`src/rtl/acs_unit.sv`:
```
// ---------------------------------------------------------------------------
// acs_unit
//
// Add-compare-select stage for a 4-state, K=3, rate-1/2 hard-decision
// Viterbi decoder using the (7,5) code.
//
// Each accepted symbol pair goes through the following steps:
//   - Hamming branch metrics are formed for all eight trellis branches.
//   - The four path metrics are updated.
//   - One decision bit per state is produced for the survivor stage.
//   - The metrics renormalise themselves, so they never wrap.
//
// Optional build feature (macro ACS_BEST_STATE_EN):
//   When the macro is defined, the block adds the output best_state. It
//   holds the index of the smallest new path metric, and ties go to the
//   lowest index. When the macro is undefined, the port and its comparator
//   tree are absent.
//
// Parameters:
//   PMW        path-metric width in bits (5..16)
//   INIT_PM    start-of-frame metric for states 1..3 (state 0 starts at 0)
//
// Ports:
//   clk         clock
//   reset       synchronous, active-high; reinitialises metrics, clears outputs
//   in_valid    rx holds a valid symbol pair this cycle
//   sof         start of frame; use initial metrics as the old metrics
//   rx          received hard bits {c0,c1}
//   dec_valid   dec/pm/norm were updated by an accepted symbol
//   dec         dec[n]=1: survivor into state n came from the odd predecessor
//   pm          path metrics, state n at bits [n*PMW +: PMW]
//   norm        pulses with dec_valid when the update was renormalised
//   best_state  (ACS_BEST_STATE_EN only) index of the minimum new metric
//
// Handshake:
//   There is no ready signal and no backpressure. Every cycle with
//   in_valid=1 consumes rx. The matching results appear one cycle later,
//   qualified by dec_valid, which is a single-cycle pulse per symbol.
//   Back-to-back symbols are accepted every cycle.
// ---------------------------------------------------------------------------
module acs_unit #(
    parameter int PMW     = 8,
    parameter int INIT_PM = 2 ** (PMW - 2)
) (
    input  logic             clk,
    input  logic             reset,
    input  logic             in_valid,
    input  logic             sof,
    input  logic [1:0]       rx,
    output logic             dec_valid,
    output logic [3:0]       dec,
    output logic [4*PMW-1:0] pm,
    output logic             norm
`ifdef ACS_BEST_STATE_EN
    ,
    output logic [1:0]       best_state
`endif
);

    localparam logic [PMW-1:0]        L_INIT      = PMW'(INIT_PM);
    localparam logic [3:0][PMW-1:0]   L_PM_INIT   = {L_INIT, L_INIT, L_INIT, {PMW{1'b0}}};
    localparam logic [PMW-1:0]        L_NORM_MASK = {1'b0, {(PMW-1){1'b1}}};

    // Registered state
    logic [3:0][PMW-1:0] r_pm;
    logic                r_dec_valid;
    logic [3:0]          r_dec;
    logic                r_norm;

    // Datapath
    logic [3:0][PMW-1:0] w_old_pm;
    logic [3:0][PMW:0]   w_sum_a;
    logic [3:0][PMW:0]   w_sum_b;
    logic [3:0][PMW:0]   w_sel;
    logic [3:0][PMW-1:0] w_new_pm;
    logic [3:0]          w_dec;
    logic [3:0]          w_top;
    logic                w_norm;
    logic                w_unused_carry;

    // Hamming distance between rx and the codeword of branch p --u-->.
    // The result is zero-extended to the candidate-sum width.
    // State p = {b1,b2}; c0 = u^b1^b2, c1 = u^b2.
    function automatic logic [PMW:0] f_bm(input logic [1:0] p, input logic u,
                                          input logic [1:0] rx_i);
        logic [1:0] cw;
        logic [1:0] diff;
        cw   = {u ^ p[1] ^ p[0], u ^ p[0]};
        diff = rx_i ^ cw;
        return (PMW+1)'(diff[1]) + (PMW+1)'(diff[0]);
    endfunction

    // On a start-of-frame cycle, the ACS runs from the initial metrics
    // instead of the stored ones.
    assign w_old_pm = sof ? L_PM_INIT : r_pm;

    // Add-compare-select. Next state n = {u, p[1]}, so u = n[1] and the
    // predecessors of n are 2*n[0] (even) and 2*n[0]+1 (odd). On a tie,
    // the even predecessor wins.
    always_comb begin
        w_sum_a = '0;
        w_sum_b = '0;
        w_sel   = '0;
        w_dec   = '0;
        w_top   = '0;
        for (int n = 0; n < 4; n++) begin
            w_sum_a[n] = {1'b0, w_old_pm[2*(n%2)]}
                       + f_bm(2'(2*(n%2)), 1'(n/2), rx);
            w_sum_b[n] = {1'b0, w_old_pm[2*(n%2)+1]}
                       + f_bm(2'(2*(n%2)+1), 1'(n/2), rx);
            w_dec[n]   = (w_sum_b[n] < w_sum_a[n]);
            w_sel[n]   = w_dec[n] ? w_sum_b[n] : w_sum_a[n];
            w_top[n]   = w_sel[n][PMW-1];
        end
    end

    // Renormalise when every survivor has its top bit set. Clearing that
    // bit subtracts the same amount from all four metrics, so the ordering
    // is preserved. The bounded metric spread keeps the carry bit at zero,
    // which is why it is only folded into an unused sink.
    assign w_norm = &w_top;

    always_comb begin
        w_new_pm = '0;
        for (int n = 0; n < 4; n++) begin
            w_new_pm[n] = w_sel[n][PMW-1:0] & (w_norm ? L_NORM_MASK : {PMW{1'b1}});
        end
    end

    assign w_unused_carry = ^{w_sel[3][PMW], w_sel[2][PMW], w_sel[1][PMW], w_sel[0][PMW]};

    always_ff @(posedge clk) begin
        if (reset) begin
            r_pm        <= L_PM_INIT;
            r_dec_valid <= 1'b0;
            r_dec       <= 4'b0000;
            r_norm      <= 1'b0;
        end else if (in_valid) begin
            r_pm        <= w_new_pm;
            r_dec_valid <= 1'b1;
            r_dec       <= w_dec;
            r_norm      <= w_norm;
        end else begin
            // Idle cycle: metrics and dec hold, except that a lone sof
            // reloads the initial metrics.
            r_dec_valid <= 1'b0;
            r_norm      <= 1'b0;
            if (sof) begin
                r_pm <= L_PM_INIT;
            end
        end
    end

    assign pm        = r_pm;
    assign dec_valid = r_dec_valid;
    assign dec       = r_dec;
    assign norm      = r_norm;

`ifdef ACS_BEST_STATE_EN
    // Two-level minimum tree. At each level, a strict "<" keeps the lower
    // index on ties.
    logic [1:0]     r_best;
    logic [1:0]     w_best;
    logic           w_lo01;
    logic           w_lo23;
    logic [PMW-1:0] w_min01;
    logic [PMW-1:0] w_min23;

    always_comb begin
        w_lo01  = (w_new_pm[1] < w_new_pm[0]);
        w_lo23  = (w_new_pm[3] < w_new_pm[2]);
        w_min01 = w_lo01 ? w_new_pm[1] : w_new_pm[0];
        w_min23 = w_lo23 ? w_new_pm[3] : w_new_pm[2];
        w_best  = (w_min23 < w_min01) ? {1'b1, w_lo23} : {1'b0, w_lo01};
    end

    always_ff @(posedge clk) begin
        if (reset) begin
            r_best <= 2'd0;
        end else if (in_valid) begin
            r_best <= w_best;
        end else if (sof) begin
            r_best <= 2'd0;
        end
    end

    assign best_state = r_best;
`endif

endmodule

```
`config.mk`:
```
export PLATFORM = sky130hd
export DESIGN_NAME = acs_unit
export DESIGN_NICKNAME = d
export VERILOG_FILES = /design/src/rtl/acs_unit.sv
export SDC_FILE = /design/constraint.sdc
export NUM_CORES = 1
export LEC_CHECK = 0
export ABC_AREA = 1
export CORE_MARGIN = 2
export CORE_UTILIZATION = 40
export CTS_CLUSTER_DIAMETER = 50
export CTS_CLUSTER_SIZE = 14
export DETAILED_ROUTE_END_ITERATION = 8
export GPL_ROUTABILITY_DRIVEN = 0
export GPL_TIMING_DRIVEN = 0
export PLACE_DENSITY = 0.71
export SYNTH_ARGS = -nofsm -noshare
export SYNTH_HDL_FRONTEND = slang
export SYNTH_SLANG_ARGS = --single-unit
```
`constraint.sdc`:
```
create_clock -name clk -period 3.33 [get_ports clk]
set_input_delay 0.666 -clock clk [delete_from_list [all_inputs] [get_ports clk]]
set_output_delay 0.666 -clock clk [all_outputs]
set_load 0.1 [all_outputs]
```
# Word level (Yosys, flattened, before mapping)
# Index checks and enable logic that the tools add are counted.
dict set report totals {
  regBits 38
  in_bits 6
}
dict set report classes {
  addsub 12
  magnitude_cmp 4
  muxes 8
  bitwise 8
  n_reduce_logical 2
}
# op count
set ops {}
lappend ops {{$add 8x2->9} 8}
lappend ops {{$mux 32} 2}
lappend ops {{$mux 8} 5}
lappend ops {{$lt 9x9->1} 4}
lappend ops {{$and 8x8->8} 4}
lappend ops {{$add 1x1->2} 4}
lappend ops {{$reduce_and 4->1} 1}
lappend ops {{$not 1->1} 3}
lappend ops {{$not 2->2} 1}
lappend ops {{$reduce_or 2->1} 1}
lappend ops {{$mux 1} 1}

# Longest topological paths before layout
dict set report logic_depth {
  depth_word 9
  depth_mapped 28
  depth_no_buf 27
}

# Least setup slack after synthesis
# OpenSTA, ideal clock, no wires.
dict set report synth_timing {
  kind {input to register}
  from {input port rx[0]}
  to {register r_pm, in the netlist pm[15]}
  arrival_time_ns 3.371
  t_required_ns 3.195
  path_slack_ns -0.176
  stages 25
  n_path_buf 0
  path_cell_list {inv_1 ha_1 inv_1 nand3_1 inv_1 ha_1 a31o_2 nand2_1 xor2_1 inv_1 ha_1 nand2_1 inv_1 nand2_1 nand2_1 nand2_1 nand2_1 nor2_1 inv_1 nand2_1 nand2_2 nor2_4 nand2_4 nand2_1 a21oi_2}
}
dict set report synth_via {
  elab_chain_cells 9
  elab_cells_between_ends 26
  classes_between {12 x add/sub; 4 x order compare; 6 x mux; 3 x bitwise; 1 x reduce/logical}
}
# item line_no
set synth_lines {}
lappend synth_lines {{start, declared} 49} ;# input logic [1:0] rx,
lappend synth_lines {{$not 2->2 (no source line) or $not 1->1 (tied branches)} -}
lappend synth_lines {{$add 1x1->2} 90} ;# return (PMW+1)'(diff[1]) + (PMW+1)'(diff[0]);
lappend synth_lines {{$add 8x2->9 (on tied branches)} {110, 108}}
lappend synth_lines {{$lt 9x9->1} 111} ;# w_dec[n] = (w_sum_b[n] < w_sum_a[n]);
lappend synth_lines {{$mux 8} 112} ;# w_sel[n] = w_dec[n] ? w_sum_b[n] : w_sum_a[n];
lappend synth_lines {{$reduce_and 4->1} 121} ;# assign w_norm = &w_top;
lappend synth_lines {{$mux 8} 126} ;# w_new_pm[n] = w_sel[n][PMW-1:0] & (w_norm ? L_NORM_MASK : {PMW{1'b1}});
lappend synth_lines {{$and 8x8->8 (*)} 126}
lappend synth_lines {{$mux 32 (*)} 138} ;# end else if (in_valid) begin
lappend synth_lines {{end signal, assigned} 139} ;# r_pm <= w_new_pm;
lappend synth_lines {{end, declared} 65} ;# logic [3:0][PMW-1:0] r_pm;
# Every way passes the cells marked *; elsewhere a longest branch is shown, timed or not.
# A chain may end at the register's enable or synchronous reset.

# Worst setup path after layout
dict set report layout_timing {
  from {input port rx[1]}
  to {register r_pm, in the netlist pm[31]}
}
# The elaborated chain is that of the path after synthesis.

==> results.yml <==
status:
  status: "complete, no violations"
global_route:
  overflow: 0
  grt_max_degree: 14
  track_usage_pct: 25.7
  antenna_found_initial: 0
  grt_pass1_wl_um: 23200
  grt_pass1_vias: 4792
critical_path:
  critPathMostFrequentCell: "nand2_2"
  cp_slowest_stage_delay_ns: 0.27
  crit_family: "simple AND/OR/NAND/NOR gates"
  cp.buffers_inverters: 7
  worst_ep_arrival_time_ns: 3.48
  r2r.worst_path.cells: 21
  r2r_slack_ns: 0.30
  cp-start-kind: "input port"
  crit_type: "in -> reg"
  crit_path_top_delay_cell: "ha_4"
  r2r-end: "pm[31]$_SDFF_PP0_"
  cp_max_fo: 5
  critPathRequiredTime_ns: 3.51
  worstSetupEndpointType: "flip-flop"
  r2r-start: "pm[26]$_SDFF_PP0_"
drt:
  finalWirelength_um: 15200
  vias: 4890
  drt.antenna.violating_nets: 0
  dr.pass1.iters: 6
  avgRoutedWirePerCell_um: 17.0
  post-route-drc-count: 0
  viasPerCell: 5.46
  drtIter0Drc: 303
pwr:
  power_mw: 2.49
  ir_drop_uv: 286
  leakagePower_nw: 2.82
  p_sw_share_pct: 50.0
  p_int_mw: 1.25
  clkPwrFrac_pct: 20.4
  p_seq_share_pct: 22.3
  pwr-share-comb_pct: 57.3
  power_density_nw_per_um2: 423
  p_sw_mw: 1.25
clock_tree:
  clk_latency_ns: 0.31
  cts_max_level: 2
  numClockSinks: 38
  cts.clk_slew.worst_paths_ns: 0.09
  cts_tree: "built"
  cts.path.max_buffers: 2
  cts_buffers: 5
  cts_hold_buf: 0
  clk_root_buffer_cell: "clkbuf_8"
sta:
  final.period_utilization_pct: 99.0
  worstMarginPinSlew_ns: 0.972
  hold_slack_ns: 0.491
  rsz0062_at_grt: "yes"
  layout_setup_ws_ns: 0.0322
  slew_violations: 0
  slew_headroom_pct: 35.0
  timing.fmax_mhz: 303
  hold_viol_final: 0
  post-route-min-period_ns: 3.30
  tns_ns: 0
  setup_viol: 0
  skew_ns: 0.00799
final_layout:
  drive_above_1_share_pct: 27.4
  syn2layout_area_growth_pct: 36.8
  diodes: 0
  fillers: 954
  fin_area_um2: 5890
  nets: 810
  multi_input_area_um2: 3470
  seqCellArea_um2: 766
floorplanning:
  design.core.area_um2: 10400
  rows: 37
  dieArea_um2: 11600
  io_pins: 44
  initial_core_util_pct: 41.6
  fp.dieH_um: 108
  die_x_um: 108
logic_synthesis:
  syn_area_um2: 4310
  synth_top_area_share_pct: 17.7
  synth_fp_nets: 715
  syn_inst: 663
  synth_edf_count: 0
  ys_seq_area_share_pct: 17.7
  synth_area_leader_cell: "dfxtp_1"
  synthArstFlopShare_pct: 0
  synth_area_leaders: "dfxtp_1, nand2_1, ha_1"
  ys_warn_count: 0
  ys.flop_type: "dfxtp_1"
  syn_avg_cell_area_um2: 6.50
  ys_ff_latch: 38
  yosysUniqueCellTypes: 41
placement:
  hpwlAfterDp_um: 10600
  post_dp_cell_area_um2: 4900
  port_buffers: 40
  dp_slack_ns: -1.03
hold_path:
  whs_endpoint: "dec[1]$_SDFFE_PP0P_"
  whs_path_depth: 2
  hold_path_startpoint: "dec[1]$_SDFFE_PP0P_"
  hp-class: "reg -> reg"
run:
  drv_cap: 0
==> area by class of cell <==
cell class	instances	share of cell area, %
Clock buffer	5	1.17
Tap cell	136	2.89
Multi-Input combinational cell	499	58.8
Sequential cell	38	13.0
Clock inverter	3	1.17
Timing Repair Buffer	88	13.2
Inverter	110	7.64
Buffer	16	2.14
==> synthesized netlist by cell type, drive strengths merged (5+ instances only) <==
library cell,n
o21ai,23
ha,46
o211ai,10
nor3,6
a21oi,44
inv,110
buf,5
nand2,183
o221ai,7
nor2,73
nand3,43
xor2,32
clkbuf,11
dfxtp,38
nand4,10
==> state kept, by name, indices dropped and copies added, names as in the netlist <==
signal     flops
dec_valid      1
pm            32
norm           1
dec            4
==> routing by layer <==
| metal | vias to the layer above | part of all wire [%] | track usage, % |
|---|---|---|---|
| met3 | 60 | 7.2 | 4.18 |
| li1 | 2320 | - | - |
| met4 | 0 | 4.9 | 11.5 |
| met5 | - | 0 | 0 |
| met2 | 235 | 48 | 44.5 |
| met1 | 2275 | 40 | 31.1 |
==> worst max path at each step <==
stage	cells past startpoint	startpoint	end
after floorplan	25	rx[0]	pm[15]$_SDFF_PP0_
after global placement	24	rx[1]	pm[31]$_SDFF_PP0_
after detailed placement	24	rx[1]	pm[31]$_SDFF_PP0_
after CTS	24	sof	pm[7]$_SDFF_PP0_
after global routing	24	rx[1]	pm[7]$_SDFF_PP0_
final	25	rx[1]	pm[31]$_SDFF_PP0_
==> stage by stage <==
step	cells	util, %
after global placement	839	47.3
after detailed placement	839	47.3
final	895	56.8
after floorplan	663	-
after global routing	895	56.8
after CTS	878	52.7
==> layout by cell type, fill, tap and decap left out, drive strengths merged, types with 2 or more instances in the layout <==
master / instances
nand2: 183
inv: 109
nor2: 73
buf: 55
ha: 46
a21oi: 44
nand3: 43
clkdlybuf4s50: 38
dfxtp: 38
xor2: 32
o21ai: 23
clkbuf: 16
nand4: 10
o211ai: 10
o221ai: 7
nor3: 6
and2: 3
o21a: 3
o22ai: 3
a31oi: 3
xnor2: 3
nand3b: 2
a21o: 2
bufinv: 2
clkinv: 2
==> logic make-up (layout without fill, tap and decap cells) <==
family,count (synthesis),after routing,share of synthesized area (%)
AOI/OAI and AO/OA,97,97,13.7
xor gates and xnor gates,35,35,7.11
adders and majority gates,46,46,13.4
buffers and inverters,126,222,12.3
DFF,38,38,17.7
and+or+nand+nor,321,321,35.9
==> worst register-to-register path, cell delays in order, from the launching register on <==
cell,delay (ns)
dfxtp_1,0.34
inv_1,0.09
nor2_2,0.21
inv_1,0.12
nor2_1,0.27
nand2_1,0.15
o21ai_0,0.29
inv_1,0.10
ha_1,0.29
nand2_1,0.06
inv_1,0.07
nand3_1,0.06
nor2_1,0.08
nand2_1,0.10
nand3_4,0.10
inv_2,0.06
nand2_1,0.08
nand2_2,0.08
nor2_4,0.11
nand2_4,0.08
nand2_1,0.10
a21oi_2,0.06
==> power groups by stage <==
stage | logic (mW) | clock network [mW] | registers, mW
6_report | 1.43 | 0.509 | 0.556
5_1_grt | 1.52 | 0.535 | 0.561
4_1_cts | 1.31 | 0.509 | 0.555
3_5_place_dp | 1.20 | 0 | 0.563
3_3_place_gp | 1.18 | 0 | 0.561
2_1_floorplan | 0.561 | 0 | 0.921
==> repair_timing <==
item,CTS,global route
pin swaps,17,28
gates resized for setup,55,73
hold endpoints to repair,0,0
buffers inserted,31,17
setup endpoints to repair,37,30
No activity file was read; power rests on OpenSTA's default activity.
